==> config.mk <==
export PLATFORM = sky130hd
export DESIGN_NAME = lsu_ctrl_flat
export DESIGN_NICKNAME = d
export VERILOG_FILES = /design/src/rtl/lsu_pkg.sv /design/src/rtl/lsu_ctrl_if.sv /design/src/rtl/lsu_lane_align.sv /design/src/rtl/lsu_ctrl.sv /design/src/flat_wrapper.sv
export SDC_FILE = /design/constraint.sdc
export NUM_CORES = 1
export LEC_CHECK = 0
export ABC_AREA = 1
export CORE_MARGIN = 10
export CORE_UTILIZATION = 40
export CTS_BUF_LIST = sky130_fd_sc_hd__clkbuf_16
export DETAILED_ROUTE_END_ITERATION = 7
export PLACE_DENSITY = 0.79
export SETUP_SLACK_MARGIN = 0.15
export SLEW_MARGIN = 10
export SYNTH_ARGS = -nofsm -noshare
export SYNTH_HDL_FRONTEND = slang
export SYNTH_SLANG_ARGS = --single-unit
==> constraint.sdc <==
create_clock -name clk -period 2.1 [get_ports clk]
set_input_delay 0.42 -clock clk [delete_from_list [all_inputs] [get_ports clk]]
set_output_delay 0.42 -clock clk [all_outputs]
set_load 0.005 [all_outputs]
==> src/rtl/lsu_pkg.sv <==
// -----------------------------------------------------------------------------
// lsu_pkg
// Shared definitions for the load/store sequencer:
//   - RV32 load/store funct3 encodings
//   - lsu_state_e : sequencer FSM states
//   - lsu_err_e   : response error codes driven on rsp_err
//   - size_code() : access width code taken from funct3[1:0]
// -----------------------------------------------------------------------------
package lsu_pkg;

  // Load encodings
  localparam logic [2:0] F3_LB  = 3'b000;
  localparam logic [2:0] F3_LH  = 3'b001;
  localparam logic [2:0] F3_LW  = 3'b010;
  localparam logic [2:0] F3_LBU = 3'b100;
  localparam logic [2:0] F3_LHU = 3'b101;

  // Store encodings
  localparam logic [2:0] F3_SB  = 3'b000;
  localparam logic [2:0] F3_SH  = 3'b001;
  localparam logic [2:0] F3_SW  = 3'b010;

  // Access width codes (funct3[1:0])
  localparam logic [1:0] SZ_BYTE = 2'b00;
  localparam logic [1:0] SZ_HALF = 2'b01;
  localparam logic [1:0] SZ_WORD = 2'b10;

  typedef enum logic [1:0] {
    IDLE = 2'd0,
    REQ  = 2'd1,
    WAIT = 2'd2,
    RESP = 2'd3
  } lsu_state_e;

  typedef enum logic [1:0] {
    OK       = 2'd0,
    MISALIGN = 2'd1,
    BUSERR   = 2'd2,
    TIMEOUT  = 2'd3
  } lsu_err_e;

  // Loads and stores share the width encoding in the low two funct3 bits.
  function automatic logic [1:0] size_code(input logic [2:0] funct3);
    return funct3[1:0];
  endfunction

endpackage

==> src/rtl/lsu_ctrl_if.sv <==
// -----------------------------------------------------------------------------
// lsu_ctrl_if
// Bundles the command, response and data-memory bus signals of lsu_ctrl.
//   slave  : view of the sequencer itself (takes commands, drives mem bus)
//   master : view of the environment (CPU execute stage + memory)
// Signals:
//   req_*  : command from execute stage (valid/ready handshake)
//   rsp_*  : one-cycle response pulse with data, tag and error code
//   busy   : pipeline stall while an access is outstanding
//   mem_*  : single-port data-memory bus (req/gnt, rvalid/rdata/err)
// -----------------------------------------------------------------------------
interface lsu_ctrl_if;

  logic        req_valid;
  logic        req_ready;
  logic        req_we;
  logic [2:0]  req_funct3;
  logic [31:0] req_addr;
  logic [31:0] req_wdata;
  logic [4:0]  req_rd;

  logic        rsp_valid;
  logic [31:0] rsp_data;
  logic [4:0]  rsp_rd;
  logic [1:0]  rsp_err;
  logic        busy;

  logic        mem_req;
  logic        mem_we;
  logic [31:0] mem_addr;
  logic [3:0]  mem_be;
  logic [31:0] mem_wdata;
  logic        mem_gnt;
  logic        mem_rvalid;
  logic [31:0] mem_rdata;
  logic        mem_err;

  modport slave (
    input  req_valid, req_we, req_funct3, req_addr, req_wdata, req_rd,
    output req_ready,
    output rsp_valid, rsp_data, rsp_rd, rsp_err, busy,
    output mem_req, mem_we, mem_addr, mem_be, mem_wdata,
    input  mem_gnt, mem_rvalid, mem_rdata, mem_err
  );

  modport master (
    output req_valid, req_we, req_funct3, req_addr, req_wdata, req_rd,
    input  req_ready,
    input  rsp_valid, rsp_data, rsp_rd, rsp_err, busy,
    input  mem_req, mem_we, mem_addr, mem_be, mem_wdata,
    output mem_gnt, mem_rvalid, mem_rdata, mem_err
  );

endinterface

==> src/rtl/lsu_lane_align.sv <==
// -----------------------------------------------------------------------------
// lsu_lane_align
// Purely combinational byte-lane logic for one access.
// Ports:
//   we_i       : 1=store, 0=load (selects the legal funct3 set)
//   funct3_i   : RV32 load/store funct3
//   off_i      : byte offset addr[1:0]
//   wdata_i    : right-justified store data
//   rdata_i    : raw memory read word
//   be_o       : byte enables for the access width at this offset
//   wdata_o    : store data replicated into every lane of its width
//   rdata_o    : read data shifted down to bit 0 and sign/zero extended
//   legal_o    : funct3 is a valid encoding for this direction
//   aligned_o  : offset is naturally aligned for the access width
// -----------------------------------------------------------------------------
module lsu_lane_align
  import lsu_pkg::*;
(
  input  logic        we_i,
  input  logic [2:0]  funct3_i,
  input  logic [1:0]  off_i,
  input  logic [31:0] wdata_i,
  input  logic [31:0] rdata_i,
  output logic [3:0]  be_o,
  output logic [31:0] wdata_o,
  output logic [31:0] rdata_o,
  output logic        legal_o,
  output logic        aligned_o
);

  logic [31:0] shifted;
  logic [1:0]  size;

  assign size    = size_code(funct3_i);
  assign shifted = rdata_i >> {off_i, 3'b000};

  always_comb begin
    if (we_i) begin
      legal_o = (funct3_i == F3_SB) || (funct3_i == F3_SH) || (funct3_i == F3_SW);
    end else begin
      legal_o = (funct3_i == F3_LB)  || (funct3_i == F3_LH)  || (funct3_i == F3_LW) ||
                (funct3_i == F3_LBU) || (funct3_i == F3_LHU);
    end
  end

  always_comb begin
    aligned_o = 1'b0;
    be_o      = 4'b0000;
    wdata_o   = wdata_i;
    case (size)
      SZ_BYTE: begin
        aligned_o = 1'b1;
        be_o      = 4'b0001 << off_i;
        wdata_o   = {4{wdata_i[7:0]}};
      end
      SZ_HALF: begin
        aligned_o = ~off_i[0];
        be_o      = 4'b0011 << off_i;
        wdata_o   = {2{wdata_i[15:0]}};
      end
      SZ_WORD: begin
        aligned_o = (off_i == 2'b00);
        be_o      = 4'b1111;
        wdata_o   = wdata_i;
      end
      default: begin
        aligned_o = 1'b0;
        be_o      = 4'b0000;
        wdata_o   = wdata_i;
      end
    endcase
  end

  always_comb begin
    rdata_o = 32'h0;
    case (funct3_i)
      F3_LB:   rdata_o = {{24{shifted[7]}},  shifted[7:0]};
      F3_LH:   rdata_o = {{16{shifted[15]}}, shifted[15:0]};
      F3_LW:   rdata_o = shifted;
      F3_LBU:  rdata_o = {24'h0, shifted[7:0]};
      F3_LHU:  rdata_o = {16'h0, shifted[15:0]};
      default: rdata_o = 32'h0;
    endcase
  end

endmodule

==> src/rtl/lsu_ctrl.sv <==
// -----------------------------------------------------------------------------
// lsu_ctrl
// Load/store sequencer between the execute stage and the data-memory bus.
// Accepts one command at a time, checks legality/alignment, runs the
// req/gnt/rvalid handshake and returns exactly one response per command.
// Parameters:
//   TIMEOUT_CYC : cycles spent in REQ+WAIT before the access is aborted
//                 with a timeout response; 0 disables the timeout
//   CNT_W       : timeout counter width (TIMEOUT_CYC < 2**CNT_W)
// Ports:
//   clk   : rising-edge clock
//   rst_n : asynchronous active-low reset; abandons any access in flight
//   bus   : lsu_ctrl_if.slave (command, response and memory bus signals)
// -----------------------------------------------------------------------------
module lsu_ctrl
  import lsu_pkg::*;
#(
  parameter int unsigned TIMEOUT_CYC = 255,
  parameter int unsigned CNT_W       = 8
) (
  input  logic       clk,
  input  logic       rst_n,
  lsu_ctrl_if.slave  bus
);

  localparam logic [CNT_W-1:0] CNT_LAST = CNT_W'(TIMEOUT_CYC - 1);

  lsu_state_e        state_q,  state_d;
  lsu_err_e          err_q,    err_d;
  logic [CNT_W-1:0]  cnt_q,    cnt_d;
  logic              we_q,     we_d;
  logic [2:0]        funct3_q, funct3_d;
  logic [31:0]       addr_q,   addr_d;
  logic [31:0]       wdata_q,  wdata_d;
  logic [4:0]        rd_q,     rd_d;
  logic [31:0]       rsp_data_q, rsp_data_d;

  logic              in_idle;
  logic              in_req;
  logic              timeout_hit;

  // Lane logic inputs: the live command while idle (for the accept-time
  // legality check), the captured command for the rest of the access.
  logic              al_we;
  logic [2:0]        al_funct3;
  logic [1:0]        al_off;
  logic [31:0]       al_wdata;
  logic [3:0]        al_be;
  logic [31:0]       al_wlanes;
  logic [31:0]       al_rdata;
  logic              al_legal;
  logic              al_aligned;

  assign in_idle = (state_q == IDLE);
  assign in_req  = (state_q == REQ);

  assign al_we     = in_idle ? bus.req_we        : we_q;
  assign al_funct3 = in_idle ? bus.req_funct3    : funct3_q;
  assign al_off    = in_idle ? bus.req_addr[1:0] : addr_q[1:0];
  assign al_wdata  = in_idle ? bus.req_wdata     : wdata_q;

  lsu_lane_align u_align (
    .we_i      (al_we),
    .funct3_i  (al_funct3),
    .off_i     (al_off),
    .wdata_i   (al_wdata),
    .rdata_i   (bus.mem_rdata),
    .be_o      (al_be),
    .wdata_o   (al_wlanes),
    .rdata_o   (al_rdata),
    .legal_o   (al_legal),
    .aligned_o (al_aligned)
  );

  // Counter counts REQ+WAIT cycles together; it is not cleared on gnt.
  assign timeout_hit = (TIMEOUT_CYC != 0) && (cnt_q == CNT_LAST);

  always_ff @(posedge clk or negedge rst_n) begin
    if (!rst_n) begin
      state_q    <= IDLE;
      err_q      <= OK;
      cnt_q      <= '0;
      we_q       <= 1'b0;
      funct3_q   <= 3'b000;
      addr_q     <= 32'h0;
      wdata_q    <= 32'h0;
      rd_q       <= 5'd0;
      rsp_data_q <= 32'h0;
    end else begin
      state_q    <= state_d;
      err_q      <= err_d;
      cnt_q      <= cnt_d;
      we_q       <= we_d;
      funct3_q   <= funct3_d;
      addr_q     <= addr_d;
      wdata_q    <= wdata_d;
      rd_q       <= rd_d;
      rsp_data_q <= rsp_data_d;
    end
  end

  always_comb begin
    state_d    = state_q;
    err_d      = err_q;
    cnt_d      = cnt_q;
    we_d       = we_q;
    funct3_d   = funct3_q;
    addr_d     = addr_q;
    wdata_d    = wdata_q;
    rd_d       = rd_q;
    rsp_data_d = rsp_data_q;

    case (state_q)
      IDLE: begin
        if (bus.req_valid) begin
          we_d       = bus.req_we;
          funct3_d   = bus.req_funct3;
          addr_d     = bus.req_addr;
          wdata_d    = bus.req_wdata;
          rd_d       = bus.req_rd;
          rsp_data_d = 32'h0;
          err_d      = OK;
          cnt_d      = '0;
          if (al_legal && al_aligned) begin
            state_d = REQ;
          end else begin
            state_d = RESP;
            err_d   = MISALIGN;
          end
        end
      end
      REQ: begin
        cnt_d = cnt_q + 1'b1;
        // A grant in the expiry cycle still wins over the timeout.
        if (bus.mem_gnt) begin
          state_d = WAIT;
        end else if (timeout_hit) begin
          state_d = RESP;
          err_d   = TIMEOUT;
        end
      end
      WAIT: begin
        cnt_d = cnt_q + 1'b1;
        if (bus.mem_rvalid) begin
          state_d = RESP;
          if (bus.mem_err) begin
            err_d      = BUSERR;
            rsp_data_d = 32'h0;
          end else begin
            err_d      = OK;
            rsp_data_d = we_q ? 32'h0 : al_rdata;
          end
        end else if (timeout_hit) begin
          state_d = RESP;
          err_d   = TIMEOUT;
        end
      end
      RESP: begin
        state_d = IDLE;
      end
      default: begin
        state_d = IDLE;
      end
    endcase
  end

  assign bus.req_ready = in_idle;
  assign bus.busy      = ~in_idle;
  assign bus.rsp_valid = (state_q == RESP);
  assign bus.rsp_data  = rsp_data_q;
  assign bus.rsp_rd    = rd_q;
  assign bus.rsp_err   = err_q;

  // Bus outputs are qualified by REQ so they read as zero whenever no
  // request is on the bus, including immediately on reset.
  assign bus.mem_req   = in_req;
  assign bus.mem_we    = in_req & we_q;
  assign bus.mem_addr  = in_req ? {addr_q[31:2], 2'b00} : 32'h0;
  assign bus.mem_be    = in_req ? al_be : 4'b0000;
  assign bus.mem_wdata = in_req ? al_wlanes : 32'h0;

endmodule

==> src/flat_wrapper.sv <==
// flat-port wrapper written by rule: the top's interface ports become plain ports
module lsu_ctrl_flat import lsu_pkg::*;
#(
  parameter int unsigned TIMEOUT_CYC = 255,
  parameter int unsigned CNT_W       = 8
)
  (clk, rst_n, bus_req_valid, bus_req_we, bus_req_funct3, bus_req_addr, bus_req_wdata, bus_req_rd, bus_req_ready, bus_rsp_valid, bus_rsp_data, bus_rsp_rd, bus_rsp_err, bus_busy, bus_mem_req, bus_mem_we, bus_mem_addr, bus_mem_be, bus_mem_wdata, bus_mem_gnt, bus_mem_rvalid, bus_mem_rdata, bus_mem_err);
  lsu_ctrl_if bus_i ();
  input  logic clk;
  input  logic rst_n;
  input wire logic [$bits(bus_i.req_valid)-1:0] bus_req_valid;
  input wire logic [$bits(bus_i.req_we)-1:0] bus_req_we;
  input wire logic [$bits(bus_i.req_funct3)-1:0] bus_req_funct3;
  input wire logic [$bits(bus_i.req_addr)-1:0] bus_req_addr;
  input wire logic [$bits(bus_i.req_wdata)-1:0] bus_req_wdata;
  input wire logic [$bits(bus_i.req_rd)-1:0] bus_req_rd;
  output wire logic [$bits(bus_i.req_ready)-1:0] bus_req_ready;
  output wire logic [$bits(bus_i.rsp_valid)-1:0] bus_rsp_valid;
  output wire logic [$bits(bus_i.rsp_data)-1:0] bus_rsp_data;
  output wire logic [$bits(bus_i.rsp_rd)-1:0] bus_rsp_rd;
  output wire logic [$bits(bus_i.rsp_err)-1:0] bus_rsp_err;
  output wire logic [$bits(bus_i.busy)-1:0] bus_busy;
  output wire logic [$bits(bus_i.mem_req)-1:0] bus_mem_req;
  output wire logic [$bits(bus_i.mem_we)-1:0] bus_mem_we;
  output wire logic [$bits(bus_i.mem_addr)-1:0] bus_mem_addr;
  output wire logic [$bits(bus_i.mem_be)-1:0] bus_mem_be;
  output wire logic [$bits(bus_i.mem_wdata)-1:0] bus_mem_wdata;
  input wire logic [$bits(bus_i.mem_gnt)-1:0] bus_mem_gnt;
  input wire logic [$bits(bus_i.mem_rvalid)-1:0] bus_mem_rvalid;
  input wire logic [$bits(bus_i.mem_rdata)-1:0] bus_mem_rdata;
  input wire logic [$bits(bus_i.mem_err)-1:0] bus_mem_err;
  assign bus_i.req_valid = bus_req_valid;
  assign bus_i.req_we = bus_req_we;
  assign bus_i.req_funct3 = bus_req_funct3;
  assign bus_i.req_addr = bus_req_addr;
  assign bus_i.req_wdata = bus_req_wdata;
  assign bus_i.req_rd = bus_req_rd;
  assign bus_req_ready = bus_i.req_ready;
  assign bus_rsp_valid = bus_i.rsp_valid;
  assign bus_rsp_data = bus_i.rsp_data;
  assign bus_rsp_rd = bus_i.rsp_rd;
  assign bus_rsp_err = bus_i.rsp_err;
  assign bus_busy = bus_i.busy;
  assign bus_mem_req = bus_i.mem_req;
  assign bus_mem_we = bus_i.mem_we;
  assign bus_mem_addr = bus_i.mem_addr;
  assign bus_mem_be = bus_i.mem_be;
  assign bus_mem_wdata = bus_i.mem_wdata;
  assign bus_i.mem_gnt = bus_mem_gnt;
  assign bus_i.mem_rvalid = bus_mem_rvalid;
  assign bus_i.mem_rdata = bus_mem_rdata;
  assign bus_i.mem_err = bus_mem_err;
  lsu_ctrl #(.TIMEOUT_CYC(TIMEOUT_CYC), .CNT_W(CNT_W)) u_core (.clk(clk), .rst_n(rst_n), .bus(bus_i));
endmodule
; Yosys cells after proc, flatten, opt, wreduce, memory -nomap -nowiden
; Index checks and enable logic that the tools add are counted.
[word_totals]
reg_bits = 117
word_cells = 78
out_inout_bits = 112
[op_classes]
n_reduce_logical = 17
eq_ne = 13
add_sub_neg = 1
n_bitwise = 3
muxes = 32
shifts = 3
[op_table]
columns = operator, count
row1 = 32-bit two-way mux, 7
row2 = 32-bit case mux with 5 select lines, 1
row3 = 32-bit case mux with 2 select lines, 2
row4 = 32-bit by 5-bit right shift with 32-bit output, 1
row5 = 2-bit two-way mux, 11
row6 = 8-bit case mux with 2 select lines, 1
row7 = 4-bit case mux with 3 select lines, 1
row8 = 8-bit by 1-bit adder with 8-bit output (second input constant), 1
row9 = 8-bit equality test (second input constant), 1
row10 = 8-bit two-way mux, 1
row11 = 2-bit case mux with 4 select lines, 1
row12 = 2-bit equality test (second input constant), 3
row13 = 3-bit equality test (second input constant), 2
row14 = 2-bit logical NOT, 3
row15 = 2-bit inequality test (second input constant), 3
row16 = 2-bit case mux with 3 select lines, 1
row17 = 3-bit AND reduction, 2
row18 = 2-bit by 1-bit equality test with 1-bit output (second input constant), 2
row19 = 1-bit logical OR, 4
row20 = 4-bit two-way mux, 1
row21 = 2-bit AND reduction, 2
row22 = 2-bit nonzero test, 2
row23 = 1-bit by 2-bit << shifter with 4-bit output (first input constant), 1
row24 = 2-bit by 2-bit << shifter with 4-bit output (first input constant), 1
row25 = 11 further kinds, 14

; Depth between registers and ports, before layout
[logic_depth]
depth_word = 12
mapped_depth = 14
mapped_depth_nobuf = 11

; Modules after synthesis
; From an unflattened synthesis, not the netlist that was laid out.
[unflattened]
hier_cells = 1086
hier_area_um2 = 7400.8
[modules_own_cells]
columns = module, seq_area_each_um2, cells_per_inst, instances, area_per_inst_um2
row1 = lsu_ctrl, 2927.8, 795, 1, 5935.7
row2 = lsu_lane_align, 0.0, 291, 1, 1465.2

; Worst setup path before layout
; No wires, ideal clock.
[synth_path]
path_kind = register to output
from = register u_core.state_q[0]
to = output bus_mem_wdata[21]
required_time_ps = 1680
stages_incl_launch_ff = 12
slack_ps = -38
path_buffers = 4
arrival_ps = 1718
cell_sequence = dfrtp_1 inv_1 ha_1 buf_6 inv_4 buf_8 nand2_4 nand2_8 buf_2 buf_2 o21ai_0 a21oi_1
[synth_between]
elab_chain_cells = 5
word_cells_on_any_way = 8
cone_classes = eq/ne (2) / mux (4) / reduce/logical (2)
[synth_lines]
columns = item, line
row1 = "start, declared", lsu_ctrl.sv:28  ; lsu_state_e state_q, state_d;
row2 = "start signal, assigned", lsu_ctrl.sv:90  ; state_q <= state_d;
row3 = 2-bit logical NOT (*), lsu_ctrl.sv:54  ; assign in_idle = (state_q == IDLE);
row4 = net bus_req_ready, flat_wrapper.sv:17  ; output wire logic [$bits(bus_i.req_ready)-1:0] bus_req_ready;
row5 = 3-bit two-way mux, lsu_ctrl.sv:58  ; assign al_funct3 = in_idle ? bus.req_funct3 : funct3_q;
row6 = 2-bit by 1-bit equality test with 1-bit output or 2-bit logical NOT (tied branches), lsu_lane_align.sv:50  ; case (size)
row7 = 32-bit case mux with 2 select lines (*), lsu_lane_align.sv:50
row8 = 32-bit two-way mux (*), lsu_ctrl.sv:180  ; assign bus.mem_wdata = in_req ? al_wlanes : 32'h0;
row9 = "end, declared", flat_wrapper.sv:27  ; output wire logic [$bits(bus_i.mem_wdata)-1:0] bus_mem_wdata;
; The timed path passes the listed nets; every way through them passes the cells marked *.

; Worst setup path in the final report
[layout_path]
from = register u_core.state_q[0]
to = output bus_mem_wdata[9]
[layout_between]
elab_chain_cells = 5
word_cells_on_any_way = 8
cone_classes = eq/ne (2) / mux (4) / reduce/logical (2)
[layout_lines]
columns = item, line
row1 = 2-bit logical NOT, lsu_ctrl.sv:54
row2 = 3-bit two-way mux, lsu_ctrl.sv:58
row3 = 2-bit by 1-bit equality test with 1-bit output or 2-bit logical NOT (tied branches), lsu_lane_align.sv:50
row4 = 32-bit case mux with 2 select lines, lsu_lane_align.sv:50
row5 = 32-bit two-way mux (*), lsu_ctrl.sv:180
; Mark *: on every way between the ends. The rest lies on a longest branch, timed or not.

==> results.tsv <==
stage	metric	value	unit
logic_synthesis	seq_area_frac_synth	42.4	%
power_and_ir_drop	power-per-cell-area	1780	mW/mm^2
timing	finalSetupViolations	103	
drt	viasPerCell	5.39	
logic_synthesis	synth_area_leaders	dfrtp_1 (42%), nand2_1 (16%), inv_1 (5.9%)	
setup_path	path_cells	inv_2 > ha_4 > buf_6 > inv_8 > nand2_8 > nand2_8 > buf_6 > buf_8 > buf_8 > nor2_2 > nor2_1 > buf_2	
cts	clock_sinks	117	
logic_synthesis	synthMostInstantiatedCell	nand2_1	
cts	clk_path_buf_depth	2	
cts	htreeDepth	4	
power_and_ir_drop	ir_drop	0.987	mV
drt	routed_wl	30300	microns
cts	hold_buffers	0	
logic_synthesis	yosysUniqueCellTypes	40	
final_layout	diodes	0	
timing	slew_viol_final	0	
die	ios	223	
logic_synthesis	synth_area	0.00691	sq mm
cts	cts_tree	yes	
die	dieArea	0.0229	sq mm
global_route	grt_max_degree	68	
power_and_ir_drop	p_sw	9650	uW
final_layout	drive_gt1_share	39.1	%
place	placed_cell_area	0.00989	sq mm
logic_synthesis	yosys_register_bits	117	
global_route	grt_overflow	0	
setup_path	critPathTopFamily	buffers and inverters	
drt	post_drt_wl_per_cell	20.2	microns
cts	insertion_delay	0.43	ns
job	drv_cap	0	
timing	fin_ws	-0.452	ns
setup_path	worstSetupPathType	reg -> out	
setup_path	worstSetupEndpointType	output port	
drt	drc	0	
status	violations	setup timing	
die	core	0.0168	sq mm
cts	clkTransAtPathRegs	0.06	ns
global_route	grt_use_total	24.3	%
place	hpwl	17900	microns
final_layout	area_delta_synth_final	77.6	%
power_and_ir_drop	power.internal	12300	uW
final_layout	utilization	73.2	%
setup_path	reg2reg_from	u_core.state_q[0]	
die	initial_core_util	41.2	%
logic_synthesis	synth_top_flop_cell	dfrtp_1	
timing	period_share	122	%
logic_synthesis	syn_inst	916	
logic_synthesis	yosysTopAreaCellShare	42.4	%
setup_path	crit_buf_inv	7	
timing	maxSlewHeadroom	59.1	%
setup_path	slowest_stage	dfrtp_1	
setup_path	path_max_fanout	7	
die	die_h	151	microns
cts	cts_buffers	17	
power_and_ir_drop	swShare	44.0	%
timing	fin_skew	0.00777	ns
drt	dr.pass1.iters	8	
power_and_ir_drop	p_leak	0.00624	uW
setup_path	start_kind	register	
logic_synthesis	synth_warnings	0	
status	outcome	complete, but fails checks	
logic_synthesis	synth_top_cell_by_area	dfrtp_1	
power_and_ir_drop	fin_total_pwr	21900	uW
drt	ant_nets	0	
logic_synthesis	synth-edff-count	0	
timing	finalHoldViolations	0	
final_layout	final_nets	1381	
place	dp_cells	1381	
final_layout	final_cells	1497	
power_and_ir_drop	pwr-share-seq	17.0	%
cts	cts_root_buf	clkbuf_16	
logic_synthesis	netlist_top_cells_count	nand2_1 (301), dfrtp_1 (117), inv_1 (108), o21ai_0 (66), nor2_1 (64)	
timing	tightest_slew	0.613	ns
setup_path	rrSetupSlack	-0.29	ns
global_route	grt_pass1_wl	43600	microns
power_and_ir_drop	pwr-share-clk	13.4	%
global_route	antenna_found_initial	1	
setup_path	max_stage_delay	0.37	ns
place	port_buffers	220	
die	fp-row-count	47	
power_and_ir_drop	pwr-share-comb	69.5	%
setup_path	worst_ep_required_time	1.68	ns
setup_path	worstPathArrival	2.13	ns
timing	finalSetupTns	-28.53	ns
setup_path	startpoint	u_core.state_q[0]	
logic_synthesis	ys_async_sr_fraction	100	%
logic_synthesis	syn_area_per_cell	7.54	sq um
final_layout	fin_area	0.0123	sq mm
die	die_w	151	microns
final_layout	fill_cells	1108	
timing	finalCriticalPeriod	2.55	ns
hold_path	hold_path_class	in -> async	
timing	fmax	0.392	GHz
drt	drt-initial-drc-count	733	
drt	vias	8065	
place	gp_congestion	0.871	
timing	rsz0062_at_grt	yes	
global_route	grt_pass1_vias	8062	
==> metrics by stage <==
| step | setup slack (ns) | hold slack [ns] |
|---|---|---|
| finish | -0.452 | 0.00312 |
| global route | -0.548 | 0.0323 |
| CTS | -0.432 | 0.0106 |
| detailed placement | -0.653 | 0.464 |
| global placement | -0.641 | 0.462 |
| floorplan | 0.0816 | 0.124 |
==> worst register-to-register path, stage by stage (launching register included) <==
cell	delay [ns]
dfrtp_1	0.37
inv_2	0.06
ha_4	0.18
buf_6	0.12
buf_8	0.13
buf_8	0.14
buf_6	0.11
buf_6	0.11
buf_6	0.12
buf_12	0.12
o21ai_4	0.24
nor2_4	0.08
nand3_4	0.14
clkbuf_16	0.18
nand3_2	0.06
nand2_1	0.07
nand2_1	0.05
==> layout by cell type, fill, tap and decap left out, drive strengths merged, types with 16 or more instances in the layout <==
cell,Yosys,layout
nor2,67,67
inv,109,111
clkdlybuf4s50,0,148
o21ai,69,69
nand2,310,310
clkbuf,17,27
a21oi,36,36
mux2,36,36
dfrtp,117,117
nand3,65,66
o211ai,16,16
buf,37,217
==> timing repair <==
item / CTS / global route
pin swaps: 49 / 32
endpoints found under the setup margin: 106 / 119
cloned: 11 / 3
setup buffers: 41 / 29
gates resized for setup: 418 / 199
==> layer usage <==
| metal | GRT usage, % | vias up | part of all wire, % | wire length, microns |
|---|---|---|---|---|
| met1 | 27.1 | 3871 | 35 | 10700 |
| met5 | 0 | - | 0.059 | 18 |
| met2 | 40.6 | 493 | 50 | 15000 |
| met4 | 8.71 | 2 | 2.8 | 852 |
| li1 | - | 3619 | - | - |
| met3 | 10.4 | 80 | 12 | 3670 |
==> cell families (layout without fill, tap and decap cells) <==
kind of cell               count (synthesis)  in the layout  synth area share (%)
and+or+nand+nor                          461            462                  29.3
buffers and inverters                    163            522                  10.3
AOI/OAI and AO/OA                        131            131                  10.9
muxes                                     36             36                  5.87
xor gates and xnor gates                   1              1                 0.127
adders and majority gates                  6              6                  1.09
DFF                                      117            117                  42.4
other                                      1              2                0.0543
==> layout make-up <==
type | count | area (sq um) | share of cell area, %
clock buffers | 17 | 425 | 3.47
clock inverters | 15 | 156 | 1.27
inverters | 109 | 432 | 3.52
multi-input cells | 638 | 4110 | 33.5
flip-flops and latches | 117 | 2930 | 23.9
well taps | 220 | 275 | 2.24
repair buffers | 380 | 3940 | 32.1
repair inverters | 1 | 8.76 | 0.0714
==> power by group through the flow <==
stage	registers [uW]	logic, uW	clock network, uW
2_1_floorplan	3510	5630	0
3_3_place_gp	3560	9900	0
3_5_place_dp	3590	10100	0
4_1_cts	3570	12900	2940
5_1_grt	3800	16100	3060
6_report	3730	15200	2940
==> sequential cells by signal, indices dropped and copies added (netlist names) <==
register             count
u_core.bus.rsp_err       2
u_core.bus.rsp_rd        5
u_core.bus.rsp_data     32
u_core.wdata_q          32
u_core.cnt_q             8
u_core.we_q              1
u_core.funct3_q          3
u_core.state_q           2
u_core.addr_q           32
==> worst paths after layout <==
path / endpoint / depth (start not counted)
max reg2reg: u_core.bus.rsp_data[18] / 16
max: bus_mem_wdata[9] / 12
min reg2reg: u_core.bus.rsp_data[4] / 2
max in group asynchronous: u_core.cnt_q[3] / 2
min: u_core.addr_q[21] / 1
min in group clk: u_core.bus.rsp_data[4] / 2
(Power assumes the default switching activity.)
==> patch 1: new RTL, same settings <==
`CNT_W` is set to 8 in 2 places; all go to 10.
--- a/src/rtl/lsu_ctrl.sv
+++ b/src/rtl/lsu_ctrl.sv
@@ -17,5 +17,5 @@
 #(
   parameter int unsigned TIMEOUT_CYC = 255,
-  parameter int unsigned CNT_W       = 8
+  parameter int unsigned CNT_W       = 10
 ) (
   input  logic       clk,
--- a/src/flat_wrapper.sv
+++ b/src/flat_wrapper.sv
@@ -3,5 +3,5 @@
 #(
   parameter int unsigned TIMEOUT_CYC = 255,
-  parameter int unsigned CNT_W       = 8
+  parameter int unsigned CNT_W       = 10
 )
   (clk, rst_n, bus_req_valid, bus_req_we, bus_req_funct3, bus_req_addr, bus_req_wdata, bus_req_rd, bus_req_ready, bus_rsp_valid, bus_rsp_data, bus_rsp_rd, bus_rsp_err, bus_busy, bus_mem_req, bus_mem_we, bus_mem_addr, bus_mem_be, bus_mem_wdata, bus_mem_gnt, bus_mem_rvalid, bus_mem_rdata, bus_mem_err);
Function: same outputs for any inputs over 4 cycles, from zero or initial values and one cycle with rst_n low; that may be too few to reach the edited logic, so the function may still have changed.
==> patch 1 against the unedited design <==
  * The flow still finishes with violations (setup timing)
  * Sequential cell count up 2
  * Register-to-register slack gained 50 ps
  * Maximum frequency shrank 2.8%
  * Area after synthesis is 1.4% higher
  * Power is 3.1% lower
  * Sequential share of layout area grew 0.74 points
  * Routed wire length fell by 4.3%
  * Worst setup slack lost 73 ps
  * Core utilization fell by 3.0 points
  * Combinational power fell by 4%
  * Cell area is 1.4% lower
  * Die area up 1.2%
==> patch 1: results (changes against the unedited design) <==
| Metric | Value |
|---|---|
| Final wirelength | 29.0 mm (-4.3%) |
| Pleak | 6.32 nW (+1.3%) |
| Detail Placement HPWL | 18.0 mm (+0.75%) |
| Endpoints failing setup | 88 (-15%) |
| Ranking of synthesized cells by area | dfrtp_1, nand2_1, mux2_2 |
| Yosys warns | 0 (unchanged) |
| Failing checks | setup timing |
| Routed vias | 7993 (-0.89%) |
| Worst Reg-to-Reg Cells | 17 (+1) |
| Vias in the first global route | 7808 (-3.2%) |
| DRT iter0 DRCs | 682 (-7.0%) |
| Post-layout nets | 1382 (+0.072%) |
| First-pass GRT wire length | 41.9 mm (-4.0%) |
| CP Max Fanout | 8 (+1) |
| Root Buffer Master | clkbuf_16 |
| Reg2reg end | u_core.bus.rsp_data[13]$_DFFE_PN0P_ |
| CP Data Arrival Time | 2200 ps (+70 ps) |
| Final ANT Viol Nets | 0 (unchanged) |
| Largest net degree at the start of global routing | 81 (+19%) |
| Flop2flop setup slack | -240 ps (+50 ps) |
| Primary FF master, synth | dfrtp_1 |
| Fillers | 1227 (+11%) |
| GRT Util Overall | 0.223 (-0.0202) |
| Clock skew | 8.77 ps (+0.995 ps) |
| Sequential-to-total area share from yosys stat | 0.425 (+0.00124) |
| Max-slew violations | 0 (unchanged) |
| TritonRoute pass-1 iters | 7 (-1) |
| Delay-heaviest family, CP | buffers and inverters |
| Status | finished, violations left |
| Number of CTS-inserted buffers | 17 (unchanged) |
| Min-Delay Path Class | input port to async pin |
| Gpl congestion | 0.898 (+3.0%) |
| Worst ir drop on vdd | 1.16 mV (+17%) |
| Antenna violations before repair | 0 (-1) |
| Hold slack | 336 ps (+332 ps) |
| Most frequent cells after synthesis | nand2_1, dfrtp_1, inv_1 |
| Setup slack after placement | -560 ps (+93.1 ps) |
| Unique cell type count in the Yosys netlist | 38 (-5.0%) |
| Final WS setup | -525 ps (-72.6 ps) |
| Relative slew slack | 0.660 (+0.0689) |
| Reg2reg start | u_core.state_q[1]$_DFFE_PN0P_ |
| Layout cells sized above 1 | 0.358 (-0.0324) |
[patch 1: metrics by stage]
step	TNS, ps	std cells	util	cell area (um2)	power (W)
floorplan	0	935	-	7140	0.00921
global placement	-21730	1393	0.574	9890	0.0133
detailed placement	-23670	1393	0.574	9890	0.0135
CTS	-17380	1479	0.657	11300	0.0191
global route	-26660	1503	0.702	12100	0.0224
finish	-20550	1503	0.702	12100	0.0212
[patch 1: metal layers]
layer | wire length [um] | up-vias | GRT usage | part of all wire
met5 | 0 | - | 0 | 0
met2 | 14100 | 461 | 0.369 | 0.49
li1 | - | 3637 | - | -
met1 | 10900 | 3798 | 0.256 | 0.38
met3 | 2810 | 97 | 0.0813 | 0.097
met4 | 1200 | 0 | 0.0899 | 0.041
[patch 1: worst max-delay path by stage]
stage / end / slack (ps) / depth (start not counted)
5_1_grt: bus_mem_wdata[24] / -600 / 13
3_3_place_gp: bus_mem_be[0] / -540 / 8
3_5_place_dp: bus_mem_be[0] / -560 / 8
4_1_cts: bus_mem_wdata[27] / -460 / 12
6_report: bus_mem_wdata[24] / -520 / 13
2_1_floorplan: bus_mem_be[2] / 80 / 11
[patch 1: final cells by class]
class	count	share of cell area
repair inverters	2	0.00155
clock inverters	15	0.0140
well taps	225	0.0233
repair buffers	360	0.297
flip-flops and latches	119	0.246
inverters	115	0.0389
multi-input cells	650	0.345
clock buffers	17	0.0351
[patch 1: timing repair]
action                     4_1_cts  5_1_grt
gates cloned                     9        5
hold buffers                     1        0
setup endpoints to repair      105      107
hold endpoints to repair         3        0
gates resized for setup        427      148
setup buffers                   44       19
pin swaps                       44       86
[patch 1: where the power goes]
part	switching, W	internal (W)
clock	0.00125	0.00178
combinational	0.00772	0.00684
sequential	0.000478	0.00316
[patch 1: worst reg2reg max path, stage by stage (launching register included)]
cell,delay [ps]
dfrtp_1,360
inv_2,60
ha_4,180
buf_12,140
inv_12,80
nand2_8,60
nand2_8,110
buf_6,130
buf_6,110
inv_8,40
buf_6,100
buf_6,100
buf_6,120
a21oi_4,230
buf_12,170
clkbuf_16,160
nand2_2,50
nand2_1,70
[patch 1: kinds of logic (layout without fill, tap and decap cells)]
group           Yosys count  in the layout  synth area share
simple gates            475            476             0.294
flops                   119            119             0.425
xor+xnor                  1              1           0.00125
mux                      37             37            0.0595
compound gates          128            128             0.106
fa+ha+maj                 6              6            0.0107
buf+inv                 167            509             0.104
other cells               1              2          0.000535
==> patch 2: new RTL, config.mk and constraints unchanged <==
Made on the original files. The 4 states of `lsu_state_e` get a Gray code encoding in 2 bits.
--- a/src/rtl/lsu_pkg.sv
+++ b/src/rtl/lsu_pkg.sv
@@ -27,8 +27,8 @@
 
   typedef enum logic [1:0] {
-    IDLE = 2'd0,
-    REQ  = 2'd1,
-    WAIT = 2'd2,
-    RESP = 2'd3
+    IDLE = 2'b00,
+    REQ  = 2'b01,
+    WAIT = 2'b11,
+    RESP = 2'b10
   } lsu_state_e;
 
Formal check against the unedited RTL: same outputs for any inputs over 4 cycles, from zero or initial values and one cycle with rst_n low; so few cycles prove little.
==> patch 2 against the unedited design <==
  * The flow still finishes with violations (setup timing)
  * Clock skew is 12 ps higher
  * Cell area down 5.4%
  * Non-clock buffer count is 21 lower
  * Routed wire length rose by 6.3%
  * Sequential cell count unchanged
  * Area after synthesis down 4.0%
  * Via count increased by 4.6%
  * Power down 4.4%
  * Worst setup slack got worse by 65 ps
  * Critical path type unchanged
  * Critical endpoint is now bus_mem_wdata[29]
  * Highest routed layer is now met4
==> patch 2: results (changes against the unedited design) <==
| Metric | Value |
|---|---|
| Combinational power share | 0.661 (-0.034) |
| CTS resizes | 393 (-6.0%) |
| GRT Util Overall | 0.241 (-0.00197) |
| Final wirelength | 32.2 mm (+6.3%) |
| Endpoints failing setup | 94 (-8.7%) |
| Syn avg cell area | 7.05 um2 (-6.6%) |
| Failing checks | setup timing |
| TritonRoute pass-1 iters | 6 (-2) |
| Setup TNS | -28420 ps (+108 ps) |
| Gpl congestion | 0.925 (+6.2%) |
| Crit path to | bus_mem_wdata[29] |
| Mux contribution to synthesized area | 0 (-0.0587) |
| Status | finished, violations left |
| Detail Placement HPWL | 17.7 mm (-1.3%) |
| Critical Path Slowest Stage Cell | dfrtp_2 |
| CP max stage delay | 460 ps (+90 ps) |
| Post-layout nets | 1382 (+0.072%) |
| Reg2reg end | u_core.bus.rsp_data[13]$_DFFE_PN0P_ |
| CP Max Fanout | 5 (-2) |
| Synth Area in Compound Gates | 0.118 (+0.00855) |
| Switching power | 0.00941 W (-2.5%) |
| Largest net degree at the start of global routing | 64 (-5.9%) |
| Fillers | 1048 (-5.4%) |
| Sequential-to-total area share from yosys stat | 0.442 (+0.0178) |
| Layout cells sized above 1 | 0.312 (-0.0787) |
| Worst Reg-to-Reg Cells | 15 (-1) |
| First-pass GRT wire length | 42.5 mm (-2.5%) |
| Die Wd | 149 um (-1.8%) |
| Final WS setup | -518 ps (-65.5 ps) |
| Synthesized-area fraction occupied by adder cells | 0.00377 (-0.00709) |
| DRT iter0 DRCs | 1028 (+40%) |
| Hold buffer count at cts | 1 (+1) |
| Unique cell type count in the Yosys netlist | 32 (-20%) |
| XOR/XNOR share of the synthesized area | 0 (-0.00127) |
| Ranking of synthesized cells by area | dfrtp_1, nand2_1, o21ai_0 |
| Most frequent cells after synthesis | nand2_1, dfrtp_1, o21ai_0 |
## patch 2: cell count changes in the layout (fill, tap and decap cells not counted), moves of 11 or more
cell,unedited run,this run
nor2_1,50,61
nand2_2,49,28
buf_2,48,59
nand2_1,234,313
a21oi_1,23,5
buf_6,58,31
o21ai_0,29,71
mux2_2,36,0
## patch 2: through the flow
stage	setup WS [ps]	hold WS, ps
final	-518	475
after global routing	-531	501
after CTS	-341	480
after detailed placement	-587	426
after global placement	-567	421
after floorplan	175	124
## patch 2: area by class of cell
class                      instances  area (um2)  share of cell area
tap                              220         275              0.0237
clock buffer                      17         425              0.0367
antenna                            1        2.50            0.000216
timing repair buffer             359        3510               0.303
clock inverter                    15         259              0.0223
multi-input combinational        676        3820               0.329
sequential                       117        2930               0.252
inverter                          98         379              0.0327
## patch 2: routing by layer
metal / global-route usage / wire [um]
met2: 0.407 / 15400
met1: 0.283 / 11100
met4: 0.108 / 2600
met5: 0 / 0
met3: 0.0625 / 3100
